File: src/rtl/rr_arb_pkg.sv
// Shared types and constants for the 8-way round-robin arbiter.
// Latency: n/a (declarations only).
// Backpressure: n/a (declarations only).
//
// Contents:
//   N_REQ, IDX_W : requester count and grant index width
//   state_t      : arbiter FSM states (IDLE, BUSY)
//   SEG_LUT      : active-low {a,b,c,d,e,f,g} codes for digits 0..7
//   SEG_OFF      : blank display code
package rr_arb_pkg;

  localparam int N_REQ = 8;
  localparam int IDX_W = 3;
  localparam int SEG_W = 7;

  typedef enum logic {
    IDLE = 1'b0,
    BUSY = 1'b1
  } state_t;

  localparam logic [SEG_W-1:0] SEG_OFF = 7'b1111111;

  // Entry i holds the code for digit i (entry 0 is the rightmost literal).
  localparam logic [N_REQ-1:0][SEG_W-1:0] SEG_LUT = {
    7'b0001111,  // 7
    7'b0100000,  // 6
    7'b0100100,  // 5
    7'b1001100,  // 4
    7'b0000110,  // 3
    7'b0010010,  // 2
    7'b1001111,  // 1
    7'b0000001   // 0
  };

endpackage

File: src/rtl/rr_pick8.sv
// Rotating first-set-bit picker: scans req from ptr upward modulo 8, optionally masking one index.
// Latency: purely combinational.
// Backpressure: none; the caller decides whether the winner is used.
//
// Ports:
//   req      : request vector
//   mask_idx : index to ignore when mask_en is high (the current holder)
//   mask_en  : enables the mask
//   ptr      : first index to examine
//   found    : at least one unmasked request is set
//   win_idx  : first set index at or after ptr (wrapping); equals ptr when not found
module rr_pick8
  import rr_arb_pkg::*;
(
  input  logic [N_REQ-1:0] req,
  input  logic [IDX_W-1:0] mask_idx,
  input  logic             mask_en,
  input  logic [IDX_W-1:0] ptr,
  output logic             found,
  output logic [IDX_W-1:0] win_idx
);

  logic [N_REQ-1:0] cand;
  logic [IDX_W-1:0] scan_idx;

  always_comb begin
    cand = req;
    if (mask_en) begin
      cand[mask_idx] = 1'b0;
    end
    found    = 1'b0;
    win_idx  = ptr;
    scan_idx = ptr;
    for (int i = 0; i < N_REQ; i++) begin
      // 3-bit addition wraps naturally, giving the modulo-8 scan order.
      scan_idx = ptr + IDX_W'(i);
      if (!found && cand[scan_idx]) begin
        found   = 1'b1;
        win_idx = scan_idx;
      end
    end
  end

endmodule

File: src/rtl/rr_arbiter8.sv
// Registered 8-requester round-robin arbiter with one-hot grant, index and 7-segment index display.
// Latency: one cycle from request to grant; a release hands over on the next edge with no idle cycle.
// Backpressure: a holder keeps the grant while its request stays high; en=0 blocks new grants only.
//
// Ports:
//   clk, rst  : clock (rising edge), asynchronous active-high reset
//   en        : arbitration enable
//   req[7:0]  : level-sensitive requests
//   gnt[7:0]  : one-hot grant (registered)
//   gnt_idx   : binary index of the holder (registered)
//   gnt_valid : a grant is active
//   seg[6:0]  : active-low {a..g} code of gnt_idx, blank when no grant
//
// Build option RR_ARB_HOLD_TIMEOUT_EN: a holder that has kept the grant for MAX_HOLD
// cycles is pre-empted when another requester is waiting and en=1.
module rr_arbiter8
  import rr_arb_pkg::*;
#(
  parameter int MAX_HOLD = 16  // 1..255, only meaningful with the hold timeout built in
) (
  input  logic             clk,
  input  logic             rst,
  input  logic             en,
  input  logic [N_REQ-1:0] req,
  output logic [N_REQ-1:0] gnt,
  output logic [IDX_W-1:0] gnt_idx,
  output logic             gnt_valid,
  output logic [SEG_W-1:0] seg
);

  state_t           state_q, state_d;
  logic [IDX_W-1:0] ptr_q, ptr_d;
  logic [N_REQ-1:0] gnt_q, gnt_d;
  logic [IDX_W-1:0] gnt_idx_q, gnt_idx_d;
  logic             gnt_valid_q, gnt_valid_d;
  logic [SEG_W-1:0] seg_q, seg_d;

  logic             pick_found;
  logic [IDX_W-1:0] pick_idx;
  logic             holder_released;
  logic             rearb;

`ifdef RR_ARB_HOLD_TIMEOUT_EN
  localparam logic [7:0] HOLD_LAST = 8'(MAX_HOLD - 1);
  logic [7:0] hold_cnt_q, hold_cnt_d;
  logic       hold_expired;
`endif

  // One picker serves both states: in IDLE nobody holds, so the mask is off;
  // in BUSY the holder is masked so a forced hand-over never re-picks it.
  rr_pick8 u_pick (
    .req     (req),
    .mask_idx(gnt_idx_q),
    .mask_en (state_q == BUSY),
    .ptr     (ptr_q),
    .found   (pick_found),
    .win_idx (pick_idx)
  );

  assign holder_released = !req[gnt_idx_q];

`ifdef RR_ARB_HOLD_TIMEOUT_EN
  // Pre-emption only when someone else can actually take over.
  assign hold_expired = (hold_cnt_q == HOLD_LAST) && pick_found && en;
  assign rearb        = holder_released || hold_expired;
`else
  assign rearb        = holder_released;
`endif

  always_comb begin
    state_d     = state_q;
    ptr_d       = ptr_q;
    gnt_d       = gnt_q;
    gnt_idx_d   = gnt_idx_q;
    gnt_valid_d = gnt_valid_q;
    seg_d       = seg_q;
`ifdef RR_ARB_HOLD_TIMEOUT_EN
    hold_cnt_d  = hold_cnt_q;
`endif

    unique case (state_q)
      IDLE: begin
        if (en && pick_found) begin
          state_d     = BUSY;
          ptr_d       = pick_idx + IDX_W'(1);
          gnt_d       = N_REQ'(1) << pick_idx;
          gnt_idx_d   = pick_idx;
          gnt_valid_d = 1'b1;
          seg_d       = SEG_LUT[pick_idx];
`ifdef RR_ARB_HOLD_TIMEOUT_EN
          hold_cnt_d  = 8'd0;
`endif
        end
      end

      BUSY: begin
        if (rearb) begin
          if (en && pick_found) begin
            // Direct hand-over: stay in BUSY, no bubble.
            ptr_d       = pick_idx + IDX_W'(1);
            gnt_d       = N_REQ'(1) << pick_idx;
            gnt_idx_d   = pick_idx;
            gnt_valid_d = 1'b1;
            seg_d       = SEG_LUT[pick_idx];
`ifdef RR_ARB_HOLD_TIMEOUT_EN
            hold_cnt_d  = 8'd0;
`endif
          end else begin
            // Released with nobody eligible (or en low): drop back to IDLE.
            state_d     = IDLE;
            gnt_d       = '0;
            gnt_idx_d   = '0;
            gnt_valid_d = 1'b0;
            seg_d       = SEG_OFF;
          end
        end
`ifdef RR_ARB_HOLD_TIMEOUT_EN
        else if (hold_cnt_q != HOLD_LAST) begin
          // Stops at the limit so a late-arriving requester pre-empts at once.
          hold_cnt_d = hold_cnt_q + 8'd1;
        end
`endif
      end

      default: begin
        state_d = IDLE;
      end
    endcase
  end

  always_ff @(posedge clk or posedge rst) begin
    if (rst) begin
      state_q     <= IDLE;
      ptr_q       <= '0;
      gnt_q       <= '0;
      gnt_idx_q   <= '0;
      gnt_valid_q <= 1'b0;
      seg_q       <= SEG_OFF;
`ifdef RR_ARB_HOLD_TIMEOUT_EN
      hold_cnt_q  <= 8'd0;
`endif
    end else begin
      state_q     <= state_d;
      ptr_q       <= ptr_d;
      gnt_q       <= gnt_d;
      gnt_idx_q   <= gnt_idx_d;
      gnt_valid_q <= gnt_valid_d;
      seg_q       <= seg_d;
`ifdef RR_ARB_HOLD_TIMEOUT_EN
      hold_cnt_q  <= hold_cnt_d;
`endif
    end
  end

  assign gnt       = gnt_q;
  assign gnt_idx   = gnt_idx_q;
  assign gnt_valid = gnt_valid_q;
  assign seg       = seg_q;

endmodule
File: config.mk
export PLATFORM = sky130hd
export DESIGN_NAME = rr_arbiter8
export DESIGN_NICKNAME = d
export VERILOG_FILES = /design/src/rtl/rr_arb_pkg.sv /design/src/rtl/rr_pick8.sv /design/src/rtl/rr_arbiter8.sv
export SDC_FILE = /design/constraint.sdc
export NUM_CORES = 1
export LEC_CHECK = 0
export CORE_MARGIN = 1
export CORE_UTILIZATION = 42
export DETAILED_ROUTE_END_ITERATION = 10
export GPL_TIMING_DRIVEN = 0
export PLACE_DENSITY_LB_ADDON = 0.1
export SLEW_MARGIN = 20
export SYNTH_ARGS = -nofsm -noshare
export SYNTH_HDL_FRONTEND = slang
export SYNTH_SLANG_ARGS = --single-unit
File: constraint.sdc
create_clock -name clk -period 3.4 [get_ports clk]
set_input_delay 0.51 -clock clk [delete_from_list [all_inputs] [get_ports clk]]
set_output_delay 0.51 -clock clk [all_outputs]
set_load 0.01 [all_outputs]
# Word-level counts from Yosys, hierarchy flattened

Memories as Yosys holds them, arrays and structs flattened.
Cells that the tools add are included.

Flip-flop bits (word level): 23
Memory bits (read-only): 56
Input port bits: 11
Output and inout port bits: 19
Memories kept: 1

Memories:

| name             | words | bits a word | read ports | clocked after memory_dff | write ports | RTL line           | source |
|---|---|---|---|---|---|---|---|
| (name not given) | 8     | 7           | 1          | 0                        | 0           | rr_arbiter8.sv:104 | `seg_d = SEG_LUT[pick_idx];` |

Add/sub/neg operators: 8
Magnitude comparators: 11
Eq/ne operators: 2
Shift-type cells: 1
Muxes and demuxes: 58
Bitwise operators: 3
Reductions and logical operators: 17

Operators by type and width:

| kind                | number |
|---|---|
| $lt 3x4->1 const B  | 10 |
| $mux 3              | 12 |
| $mux 8              | 4 |
| $mux 7              | 4 |
| $bmux 1 s3          | 9 |
| $mux 1              | 22 |
| $pmux 8 s2          | 1 |
| $pmux 7 s2          | 1 |
| $add 3x3->3 const B | 4 |
| $pmux 3 s2          | 2 |
| $logic_and 1x1->1   | 9 |
| $and 8x8->8         | 1 |
| $not 8->8           | 1 |
| $shl 1x3->8 const A | 1 |
| $logic_not 1->1     | 7 |
| $add 3x1->3 const B | 2 |
| $add 3x2->3 const B | 2 |
| $ne 2x2->1 const B  | 2 |
| $pmux 1 s2          | 2 |
| $demux 1 s3         | 1 |
| $ge 3x1->1 const B  | 1 |
| $reduce_and 2->1    | 1 |
| $not 1->1           | 1 |

# Logic depth before layout (Yosys ltp)

Gate-level depths: netlist (run 1).

Depth in word-level cells: 36
Mapped depth: 16

# By module

A second synthesis (run 1) with hierarchy kept.

Cells, all modules: 222
Area, all modules: 2258.4 sq um

Modules (own cells, without submodules):

| module      | instances | cells each | area each (sq um) | seq. area each (sq um) |
|---|---|---|---|---|
| rr_arbiter8 | 1         | 87         | 1146.1            | 584.3 |
| rr_pick8    | 1         | 135        | 1112.3            | 0.0 |

# Worst setup path after synthesis (run 1)

No wires, ideal clock.

Path type: register to register
From: register ptr_q[1]
To: register seg_q[5], in the netlist seg[5]
Library setup time: 75 ps
Data arrival time: 3729 ps
Data required time: 3325 ps
Slack: -404 ps
Stages on the path, launching flop included: 14
Buffers on the path: 3
Clock period less this slack: 3804 ps
Cells stage by stage: dfrtp_1 inv_1 clkbuf_1 ha_1 clkbuf_1 clkbuf_1 a32o_1 mux4_2 a21oi_1 o32ai_2 xnor2_1 ha_1 nor3_1 a2bb2oi_1

Word-level cells in the longest chain between the ends: 29

RTL lines:

| element                                              | RTL line           | source |
|---|---|---|
| from (decl)                                          | rr_arbiter8.sv:32  | `logic [IDX_W-1:0] ptr_q, ptr_d;` |
| from (signal assigned)                               | rr_arbiter8.sv:144 | `ptr_q <= ptr_d;` |
| branches (longest 29 deep; another with $add 3x1->3) | -                  |  |
| to (signal assigned)                                 | rr_arbiter8.sv:148 | `seg_q <= seg_d;` |
| to (decl)                                            | rr_arbiter8.sv:36  | `logic [SEG_W-1:0] seg_q, seg_d;` |

Parallel ways; which one is timed is not known. The select of a mux whose other input is x is not followed.
A chain may end at the register's enable or synchronous reset.

# Final worst setup path (run 1)

From: register gnt_idx_q[0], in the netlist gnt_idx[0]
To: register seg_q[3], in the netlist seg[3]

Word-level cells in the longest chain between the ends: 36

RTL lines:

| element                                                        | RTL line           | source |
|---|---|---|
| from (decl)                                                    | rr_arbiter8.sv:34  | `logic [IDX_W-1:0] gnt_idx_q, gnt_idx_d;` |
| from (signal assigned)                                         | rr_arbiter8.sv:146 | `gnt_idx_q <= gnt_idx_d;` |
| $lt 3x4->1 (implied by the code) or $ge 3x1->1 (tied branches) | rr_pick8.sv:29     | `cand[mask_idx] = 1'b0;` |
| $logic_and 1x1->1 (implied by the code)                        | rr_pick8.sv:29     |  |
| $mux 1 (implied by the code)                                   | rr_pick8.sv:29     |  |
| $demux 1 s3                                                    | -                  |  |
| $not 8->8 (no line)                                            | -                  |  |
| $and 8x8->8 (no line)                                          | -                  |  |
| $mux 8                                                         | rr_pick8.sv:28     | `if (mask_en) begin` |
| $bmux 1 s3                                                     | rr_pick8.sv:37     | `if (!found && cand[scan_idx]) begin` |
| [... 20 more ...]                                              | -                  |  |
| $logic_not 1->1                                                | rr_pick8.sv:37     |  |
| $logic_and 1x1->1                                              | rr_pick8.sv:37     |  |
| $mux 3                                                         | rr_pick8.sv:37     |  |
| $mem_v2 8x7                                                    | -                  |  |
| $mux 7 (implied by the code)                                   | rr_arbiter8.sv:104 |  |
| $mux 7                                                         | rr_arbiter8.sv:98  | `if (en && pick_found) begin` |
| $mux 7                                                         | rr_arbiter8.sv:97  | `if (rearb) begin` |
| $pmux 7 s2                                                     | rr_arbiter8.sv:81  | `unique case (state_q)` |

Several ways; a longest one is shown, not always the timed one. The select of a mux whose other input is x is not followed.

==> flow_metrics.py, run 1 <==
metrics = {
    "min_path": {
        "holdPathEnd": "seg[5]$_DFFE_PP1P_",
        "hp-start": "seg[5]$_DFFE_PP1P_",
        "hold_class": "flip-flop to flip-flop",
        "holdPathStages": 2,
    },
    "worst_setup_path": {
        "critPathMaxFanout": 6,
        "cpMaxStageDelayCell": "or4bb_4",
        "slowest_delay_ps": 590,
        "crit_path_cell_trace": "or4bb_4 > a32o_2 > mux4_2 > or2_0 > buf_4 > o32ai_4 > xnor2_4 > ha_4 > nand2_4 > o32a_1 > o31ai_1",
        "crit_type": "flip-flop to flip-flop",
        "reg2reg_setup_slack_ps": -190,
        "crit_path_start": "gnt_idx[0]$_DFFE_PP0P_",
        "critPathCaptureType": "flip-flop",
        "rr_worst_depth": 11,
        "crit_path_start_kind": "flip-flop",
        "worstPathRequired_ps": 3570,
        "r2r_start": "gnt_idx[0]$_DFFE_PP0P_",
        "cp_data_arrival_time_ps": 3760,
        "reg2reg_to": "seg[3]$_DFFE_PP1P_",
    },
    "synthesis": {
        "synthDistinctLibCells": 64,
        "syn_area_sq_um": 2550,
        "synth_warnings": 0,
        "synth_edf_count": 0,
        "yosysSeqAreaShare_pct": 22.9,
        "ys.flop_type": "dfrtp_1",
        "synthArstFlopShare_pct": 100,
        "ys_ff_latch": 23,
        "avgSynthCellArea_sq_um": 8.83,
        "syn_inst": 289,
        "synth_nets": 307,
    },
    "status": {
        "violations": "setup timing",
        "outcome": "complete, but fails checks",
    },
    "drt": {
        "drc_errors": 0,
        "drt-total-wl_um": 8850,
        "vias_per_cell": 6.39,
        "drt-initial-drc-count": 391,
        "firstDrtPassIters": 5,
        "ant_nets": 0,
        "vias": 2780,
        "avgRoutedWirePerCell_um": 20.4,
    },
    "sta": {
        "finalSetupViolCount": 16,
        "timing.final.ws_setup_ps": -188,
        "slew_viol_final": 0,
        "finClkSkew_ps": 6.02,
        "fmax_mhz": 279,
        "period_needed_ps": 3590,
        "finalHoldViolations": 0,
        "finalCritPeriodShare_pct": 106,
        "rsz0062_at_grt": "yes",
        "maxSlewHeadroom_pct": 41.9,
        "max_slew.worst_pin.slew_ps": 870,
    },
    "global_route": {
        "grt_pass1_vias": 2503,
        "grt_max_degree": 24,
        "grt_overflow_total": 0,
        "grt_pass1_wl_um": 12900,
        "grt_use_total_pct": 26.4,
        "antenna_found_initial": 0,
    },
    "layout": {
        "multi_input_comb_area_sq_um": 2170,
        "nFillCells": 493,
        "regArea_sq_um": 589,
        "diodes": 0,
        "utilization_pct": 63.5,
        "areaGrowthSynthToFinish_pct": 46.4,
        "final_layout_size_suffix_gt1_share_pct": 38.9,
        "final_nets": 379,
    },
    "placed_design": {
        "port_buffers": 29,
        "place_hpwl_um": 5900,
        "pre_cts_ws_ps": -672,
        "gp_congestion": 0.885,
    },
    "clock_tree": {
        "numCtsBuffers": 3,
        "cts_hold_buf": 0,
        "cts.htree.levels": 1,
        "cts_root_buf": "clkbuf_8",
        "cts.path.max_buffers": 2,
        "clk_pin_slew_ps": 80,
        "cts_sinks": 23,
        "cts_tree": "yes",
        "clk_latency_ps": 270,
    },
    "run": {
        "max-cap-violations": 0,
    },
    "floorplanning": {
        "core_area_sq_um": 5890,
        "rows": 28,
        "io_pins": 30,
        "initial_core_util_pct": 43.3,
        "die_h_um": 79.9,
        "dieWidth_um": 79.9,
        "fp.dieArea_sq_um": 6390,
    },
}
==> how the worst max path moves through the flow <==
| stage | to |
|---|---|
| finish | seg[3]$_DFFE_PP1P_ |
| CTS | seg[3]$_DFFE_PP1P_ |
| floorplan | seg[3]$_DFFE_PP1P_ |
| detailed placement | seg[0]$_DFFE_PP1P_ |
| global route | seg[3]$_DFFE_PP1P_ |
| global placement | seg[0]$_DFFE_PP1P_ |
==> routing by layer <==
metal  track usage (%)  routed length, um  vias up
met3              1.94                484       24
met4              13.6                291        0
li1                  -                  -     1284
met1              35.5               3810     1331
met5                 0                  0        -
met2              42.4               4270      141
==> synthesized netlist by cell type, types with 5 or more instances <==
master / instances / area share (%)
mux4_2: 12 / 11
nand2_1: 38 / 5.6
o22ai_1: 6 / 1.5
nand4b_1: 5 / 1.7
buf_2: 8 / 1.6
dfrtp_1: 16 / 16
nor2b_1: 17 / 4.2
a21oi_1: 8 / 1.6
a32o_1: 10 / 3.9
a211oi_1: 5 / 1.5
dfstp_2: 7 / 7.2
and2_1: 7 / 1.7
o21ai_0: 9 / 1.8
a32oi_1: 8 / 2.7
nor2_1: 19 / 2.8
inv_1: 8 / 1.2
ha_1: 7 / 3.4
clkbuf_1: 8 / 1.2
==> area by class of cell <==
class	instances	area share, %
multi-input cells	236	58.1
repair buffers	69	17.0
flip-flops and latches	23	15.8
plain buffers	18	3.95
well taps	75	2.51
inverters	10	1.41
clock buffers	4	1.21
==> state kept, by name, summed over array words and instances (netlist names) <==
register / flops
gnt: 8
ptr_q: 3
seg: 7
gnt_valid: 1
state_q: 1
gnt_idx: 3
==> cell usage in the layout, fill, tap and decap left out, types with 4 or more instances in the layout <==
cell / instances
nor2_1: 17
buf_4: 39
ha_4: 4
dfrtp_1: 12
clkdlybuf4s50_1: 29
dfrtp_2: 4
buf_6: 5
o22ai_1: 5
o21ai_2: 4
a32o_1: 6
o211ai_1: 4
and2_1: 5
a32oi_1: 7
nor2b_1: 17
a21oi_1: 5
nand2_2: 6
nand4b_1: 5
nand2_1: 30
dfstp_2: 7
mux4_2: 12
a32o_2: 4
o21ai_0: 4
inv_1: 5
clkbuf_1: 4
==> logic make-up (layout without fill, tap and decap cells) <==
| kind of cell | Yosys count | count (layout) | share of synthesized area [%] |
|---|---|---|---|
| mux | 16 | 16 | 12.2 |
| flops | 23 | 23 | 22.9 |
| simple gates | 114 | 114 | 24.8 |
| buf+inv | 30 | 101 | 5.10 |
| compound gates | 94 | 94 | 29.9 |
| fa+ha+maj | 7 | 7 | 3.43 |
| xor+xnor | 5 | 5 | 1.72 |
==> stage by stage <==
| stage | cell area [sq um] | instances | hold slack, ps | TNS [ps] |
|---|---|---|---|---|
| 2_1_floorplan | 2600 | 289 | 466 | 0 |
| 3_3_place_gp | 2990 | 393 | 454 | -9310 |
| 3_5_place_dp | 2990 | 393 | 455 | -9010 |
| 4_1_cts | 3290 | 413 | 474 | -881 |
| 5_1_grt | 3730 | 435 | 493 | -3370 |
| 6_report | 3730 | 435 | 478 | -1200 |
==> critical path, delay by kind of cell (launching register included) <==
| kind | cells | cell delay (ps) |
|---|---|---|
| AO/OA/AOI/OAI | 4 | 1030 |
| AND/OR/NAND/NOR | 3 | 870 |
| multiplexers | 1 | 520 |
| flip-flops | 1 | 430 |
| adder cells (fa/ha/maj) | 1 | 310 |
| buffers and inverters | 1 | 160 |
| XOR/XNOR | 1 | 160 |
==> what timing repair did <==
item                                    in CTS  in global routing
endpoints found under the setup margin      21                 21
setup buffers                               16                 23
gates resized for setup                     30                 77
gates cloned                                 0                  1
pin swaps                                    7                 16
Power of run 1 is not shown: default switching activity piles up to over one toggle a cycle in this logic, so the estimate is an artifact.
==> run 2: changes to the inputs <==
Settings changed: CORE_ASPECT_RATIO set to 0.75, GPL_TIMING_DRIVEN 0 to not set, HOLD_SLACK_MARGIN set to 0.12.
==> run 2 against run 1 <==
Compared with the run above:
- the flow still finishes with violations (setup timing)
- worst setup slack better by 150 ps
- design area down 3.2%
- worst hold slack worse by 9.4 ps
- via count down 0.40%
- sequential share of layout area up 0.49 points
- final cell count up 3.9%
==> flow_metrics.py, run 2 (synthesis gave the netlist of run 1 again) <==
metrics = {
    "placed_design": {
        "place_hpwl_um": 6550,
        "dp.cells": 444,
        "port_buffers": 29,
        "gp_congestion": 1.04,
    },
    "floorplanning": {
        "dieWidth_um": 92.0,
        "rows": 24,
        "initial_core_util_pct": 43.8,
        "core_area_sq_um": 5830,
        "fp.dieArea_sq_um": 6390,
        "io_pins": 30,
        "die_h_um": 69.5,
    },
    "clock_tree": {
        "cts.path.max_buffers": 2,
        "numCtsBuffers": 3,
        "cts_hold_buf": 0,
        "cts.htree.levels": 1,
        "clk_pin_slew_ps": 80,
        "cts_tree": "yes",
        "cts_sinks": 23,
        "cts_root_buf": "clkbuf_8",
        "clk_latency_ps": 270,
    },
    "drt": {
        "vias": 2769,
        "firstDrtPassIters": 5,
        "vias_per_cell": 6.13,
        "avgRoutedWirePerCell_um": 18.3,
        "drc_errors": 0,
        "drt-initial-drc-count": 196,
        "ant_nets": 0,
        "drt-total-wl_um": 8280,
    },
    "min_path": {
        "hp-start": "seg[5]$_DFFE_PP1P_",
        "holdPathStages": 2,
        "hold_class": "flip-flop to flip-flop",
        "holdPathEnd": "seg[5]$_DFFE_PP1P_",
    },
    "worst_setup_path": {
        "reg2reg_to": "seg[5]$_DFFE_PP1P_",
        "reg2reg_setup_slack_ps": -40,
        "rr_worst_depth": 10,
        "crit_type": "flip-flop to flip-flop",
        "cp_data_arrival_time_ps": 3640,
        "crit_path_start_kind": "flip-flop",
        "worstPathRequired_ps": 3600,
        "r2r_start": "gnt_idx[2]$_DFFE_PP0P_",
        "critPathMaxFanout": 7,
        "critPathCaptureType": "flip-flop",
    },
    "global_route": {
        "grt_max_degree": 25,
        "grt_pass1_wl_um": 13100,
        "antenna_found_initial": 0,
        "grt_overflow_total": 0,
        "grt_pass1_vias": 2525,
        "grt_use_total_pct": 26.0,
    },
    "layout": {
        "diodes": 0,
        "largest_reg_flops": 8,
        "final_layout_size_suffix_gt1_share_pct": 35.3,
        "fin_cells": 452,
        "areaGrowthSynthToFinish_pct": 41.7,
        "final_cell_mix": "buf_4, nand2_1, clkdlybuf4s50_1",
        "layout_commonest_cell": "buf_4",
        "final_nets": 393,
    },
    "sta": {
        "maxSlewHeadroom_pct": 39.6,
        "fmax_mhz": 291,
        "slew_viol_final": 0,
        "finClkSkew_ps": 1.99,
        "finalSetupViolCount": 4,
        "finalCritPeriodShare_pct": 101,
        "finalHoldViolations": 0,
        "max_slew.worst_pin.slew_ps": 905,
        "rsz0062_at_grt": "yes",
        "timing.final.ws_setup_ps": -40.7,
        "whs_ps": 468,
        "period_needed_ps": 3440,
    },
    "status": {
        "outcome": "complete, but fails checks",
        "violations": "setup timing",
    },
    "run": {
        "max-cap-violations": 0,
    },
}
## run 2: through the flow
stage          setup WS, ps  utilization [%]  area [sq um]  TNS [ps]
3_3_place_gp           -202             58.3          3400     -1710
2_1_floorplan          1.63                -          2600         0
3_5_place_dp           -229             58.3          3400     -2490
4_1_cts                1.13             59.6          3470         0
6_report              -40.7             62.0          3610      -108
5_1_grt                -124             62.0          3610      -688
## run 2: how the worst max path moves through the flow
stage | from | end | slack (ps) | depth (start not counted)
2_1_floorplan | gnt_idx[0]$_DFFE_PP0P_ | seg[3]$_DFFE_PP1P_ | 2 | 12
3_3_place_gp | req[6] | seg[0]$_DFFE_PP1P_ | -200 | 11
3_5_place_dp | req[6] | seg[0]$_DFFE_PP1P_ | -230 | 11
4_1_cts | state_q$_DFF_PP0_ | seg[3]$_DFFE_PP1P_ | 1 | 11
5_1_grt | state_q$_DFF_PP0_ | seg[3]$_DFFE_PP1P_ | -120 | 13
6_report | gnt_idx[2]$_DFFE_PP0P_ | seg[5]$_DFFE_PP1P_ | -40 | 10
## run 2: what timing repair did
action / in CTS / in global routing
buffers inserted: 2 / 3
cloned: 0 / 0
pin swaps: 2 / 13
endpoints found under the setup margin: 19 / 20
resized for setup: 4 / 30
## run 2: per-layer routing
metal	GRT usage, %	wire length (um)	vias up
met5	0	0	-
met2	39.5	3640	114
met3	5.37	565	12
met1	38.8	3980	1328
li1	-	-	1315
met4	3.82	94	0
## run 2: worst max-delay path, stage by stage (launching register included)
cell       delay (ps)
dfrtp_2           430
or4bb_4           570
a32o_2            290
mux4_2            540
o211a_1           150
a211oi_2          270
mux2i_1           130
o22ai_2           300
ha_1              320
nor3_2            200
a2bb2oi_1         170
## run 2: layout make-up
cell class                      instances  area (sq um)
Clock buffer                            4          45.0
Sequential cell                        23           588
Fill cell                             513          2210
Timing Repair Buffer                  101           831
Multi-Input combinational cell        236          2020
Tap cell                               78          97.6
Inverter                               10          37.5
Power of run 2 is left out for the same reason.
==> run 3: changes to the inputs <==
Settings changed: CORE_MARGIN 1 to 4.
==> run 3 against run 2 <==
Compared with the run above:
- the flow now finishes without violations
- core utilization is 2.1 points higher
- via count rose by 4.0%
- register-to-register slack gained 70 ps
- die area rose by 16%
- clock skew increased by 0.55 ps
- count of clock-buffer cells in the layout fell by 1
- non-clock buffer count grew 20
- final cell count is 4.4% higher
- worst setup slack improved by 75 ps
- fmax rose by 2.2%
- sequential share of layout area is 0.60 points lower
==> flow_metrics.py, run 3 (synthesis gave the netlist of run 1 again) <==
metrics = {
    "status": {
        "outcome": "complete, no violations",
    },
    "clock_tree": {
        "clk_pin_slew_ps": 80,
        "cts_hold_buf": 0,
        "cts.htree.levels": 1,
        "cts.path.max_buffers": 2,
        "cts_root_buf": "clkbuf_8",
        "cts_sinks": 23,
        "cts_tree": "yes",
        "clk_latency_ps": 270,
        "numCtsBuffers": 3,
    },
    "worst_setup_path": {
        "critPathMaxFanout": 5,
        "cp_data_arrival_time_ps": 3550,
        "crit_path_start": "gnt_idx[0]$_DFFE_PP0P_",
        "worstPathRequired_ps": 3590,
        "slowest_delay_ps": 530,
        "reg2reg_setup_slack_ps": 30,
        "rr_worst_depth": 11,
        "crit_top_cell": "buf_4",
        "cpMaxStageDelayCell": "mux4_2",
        "crit_path_start_kind": "flip-flop",
        "crit_type": "flip-flop to flip-flop",
        "crit_path_cell_trace": "buf_2 > or4bb_1 > a32o_1 > mux4_2 > or2_4 > buf_4 > a221o_1 > o211a_2 > buf_4 > nor4_2 > a211oi_1",
        "critPathCaptureType": "flip-flop",
        "r2r_start": "gnt_idx[0]$_DFFE_PP0P_",
        "reg2reg_to": "seg[1]$_DFFE_PP1P_",
    },
    "floorplanning": {
        "io_pins": 30,
        "initial_core_util_pct": 43.6,
        "core_area_sq_um": 5860,
        "die_h_um": 75.5,
        "dieWidth_um": 98.0,
        "rows": 24,
        "fp.dieArea_sq_um": 7400,
    },
    "drt": {
        "ant_nets": 0,
        "drc_errors": 0,
        "firstDrtPassIters": 5,
        "drt-total-wl_um": 8950,
        "vias": 2881,
        "avgRoutedWirePerCell_um": 19.0,
        "drt-initial-drc-count": 242,
        "vias_per_cell": 6.10,
    },
    "global_route": {
        "antenna_found_initial": 0,
        "grt_pass1_vias": 2593,
        "grt_overflow_total": 0,
        "grt_pass1_wl_um": 13400,
        "grt_use_total_pct": 22.6,
        "grt_max_degree": 26,
    },
    "layout": {
        "largest_reg_flops": 8,
        "diodes": 0,
        "layout_commonest_cell": "buf_4",
        "nFillCells": 505,
        "utilization_pct": 64.1,
        "final_nets": 413,
        "final_cell_mix": "buf_4, nand2_1, clkdlybuf4s50_1",
        "areaGrowthSynthToFinish_pct": 47.1,
        "final_layout_size_suffix_gt1_share_pct": 39.8,
        "final_area_sq_um": 3750,
    },
    "sta": {
        "finalCritPeriodShare_pct": 99.0,
        "slew_viol_final": 0,
        "finClkSkew_ps": 2.54,
        "fmax_mhz": 297,
        "finalHoldViolations": 0,
        "max_slew.worst_pin.slew_ps": 853,
        "rsz0062_at_grt": "yes",
        "period_needed_ps": 3370,
        "maxSlewHeadroom_pct": 43.1,
        "finalSetupViolCount": 0,
    },
    "placed_design": {
        "port_buffers": 29,
        "place_hpwl_um": 6830,
        "dpl_cell_area_sq_um": 3470,
        "gp_congestion": 0.873,
    },
    "min_path": {
        "holdPathEnd": "seg[5]$_DFFE_PP1P_",
        "hold_class": "flip-flop to flip-flop",
        "holdPathStages": 2,
        "hp-start": "seg[5]$_DFFE_PP1P_",
    },
    "run": {
        "max-cap-violations": 0,
    },
}
-- run 3: final cells by class --
type / count / area, sq um / area share, %
Inverter: 10 / 37.5 / 1.00
Clock inverter: 1 / 5.00 / 0.133
Timing Repair Buffer: 121 / 993 / 26.5
Clock buffer: 3 / 41.3 / 1.10
Multi-Input combinational cell: 236 / 1990 / 53.0
Tap cell: 78 / 97.6 / 2.60
Sequential cell: 23 / 588 / 15.7
-- run 3: what timing repair did --
item                                    in CTS  in global routing
cloned                                       0                  1
resized for setup                            2                 37
endpoints found under the setup margin       9                 21
pin swaps                                    0                  8
buffers inserted                             1                 13
-- run 3: metrics by stage --
| stage | TNS [ps] | instances | hold slack (ps) | worst slack [ps] |
|---|---|---|---|---|
| floorplan | 0 | 289 | 466 | 1.63 |
| global placement | -1180 | 454 | 452 | -126 |
| detailed placement | -2550 | 454 | 453 | -195 |
| CTS | -35.7 | 459 | 467 | -25.4 |
| global route | -408 | 472 | 489 | -101 |
| finish | 0 | 472 | 466 | 33.8 |
-- run 3: worst max path at each step --
stage	slack (ps)	endpoint
6_report	30	seg[1]$_DFFE_PP1P_
5_1_grt	-100	seg[5]$_DFFE_PP1P_
4_1_cts	-30	seg[0]$_DFFE_PP1P_
3_5_place_dp	-200	seg[0]$_DFFE_PP1P_
3_3_place_gp	-130	seg[3]$_DFFE_PP1P_
2_1_floorplan	2	seg[3]$_DFFE_PP1P_
-- run 3: routing by layer --
metal  track usage, %  vias to the layer above  routed length [um]
li1                 -                     1357                   -
met2             33.4                      110                3980
met3             4.67                        8                 615
met5                0                        -                   0
met4             3.69                        0                  51
met1             34.4                     1406                4310
-- run 3: worst max-delay path: cells and delay by family, from the launching register on --
family          cells  cell delay [ps]
compound gates      4              750
mux                 1              530
flops               1              420
buf+inv             3              490
simple gates        3             1090
Power of run 3 is left out for the same reason.
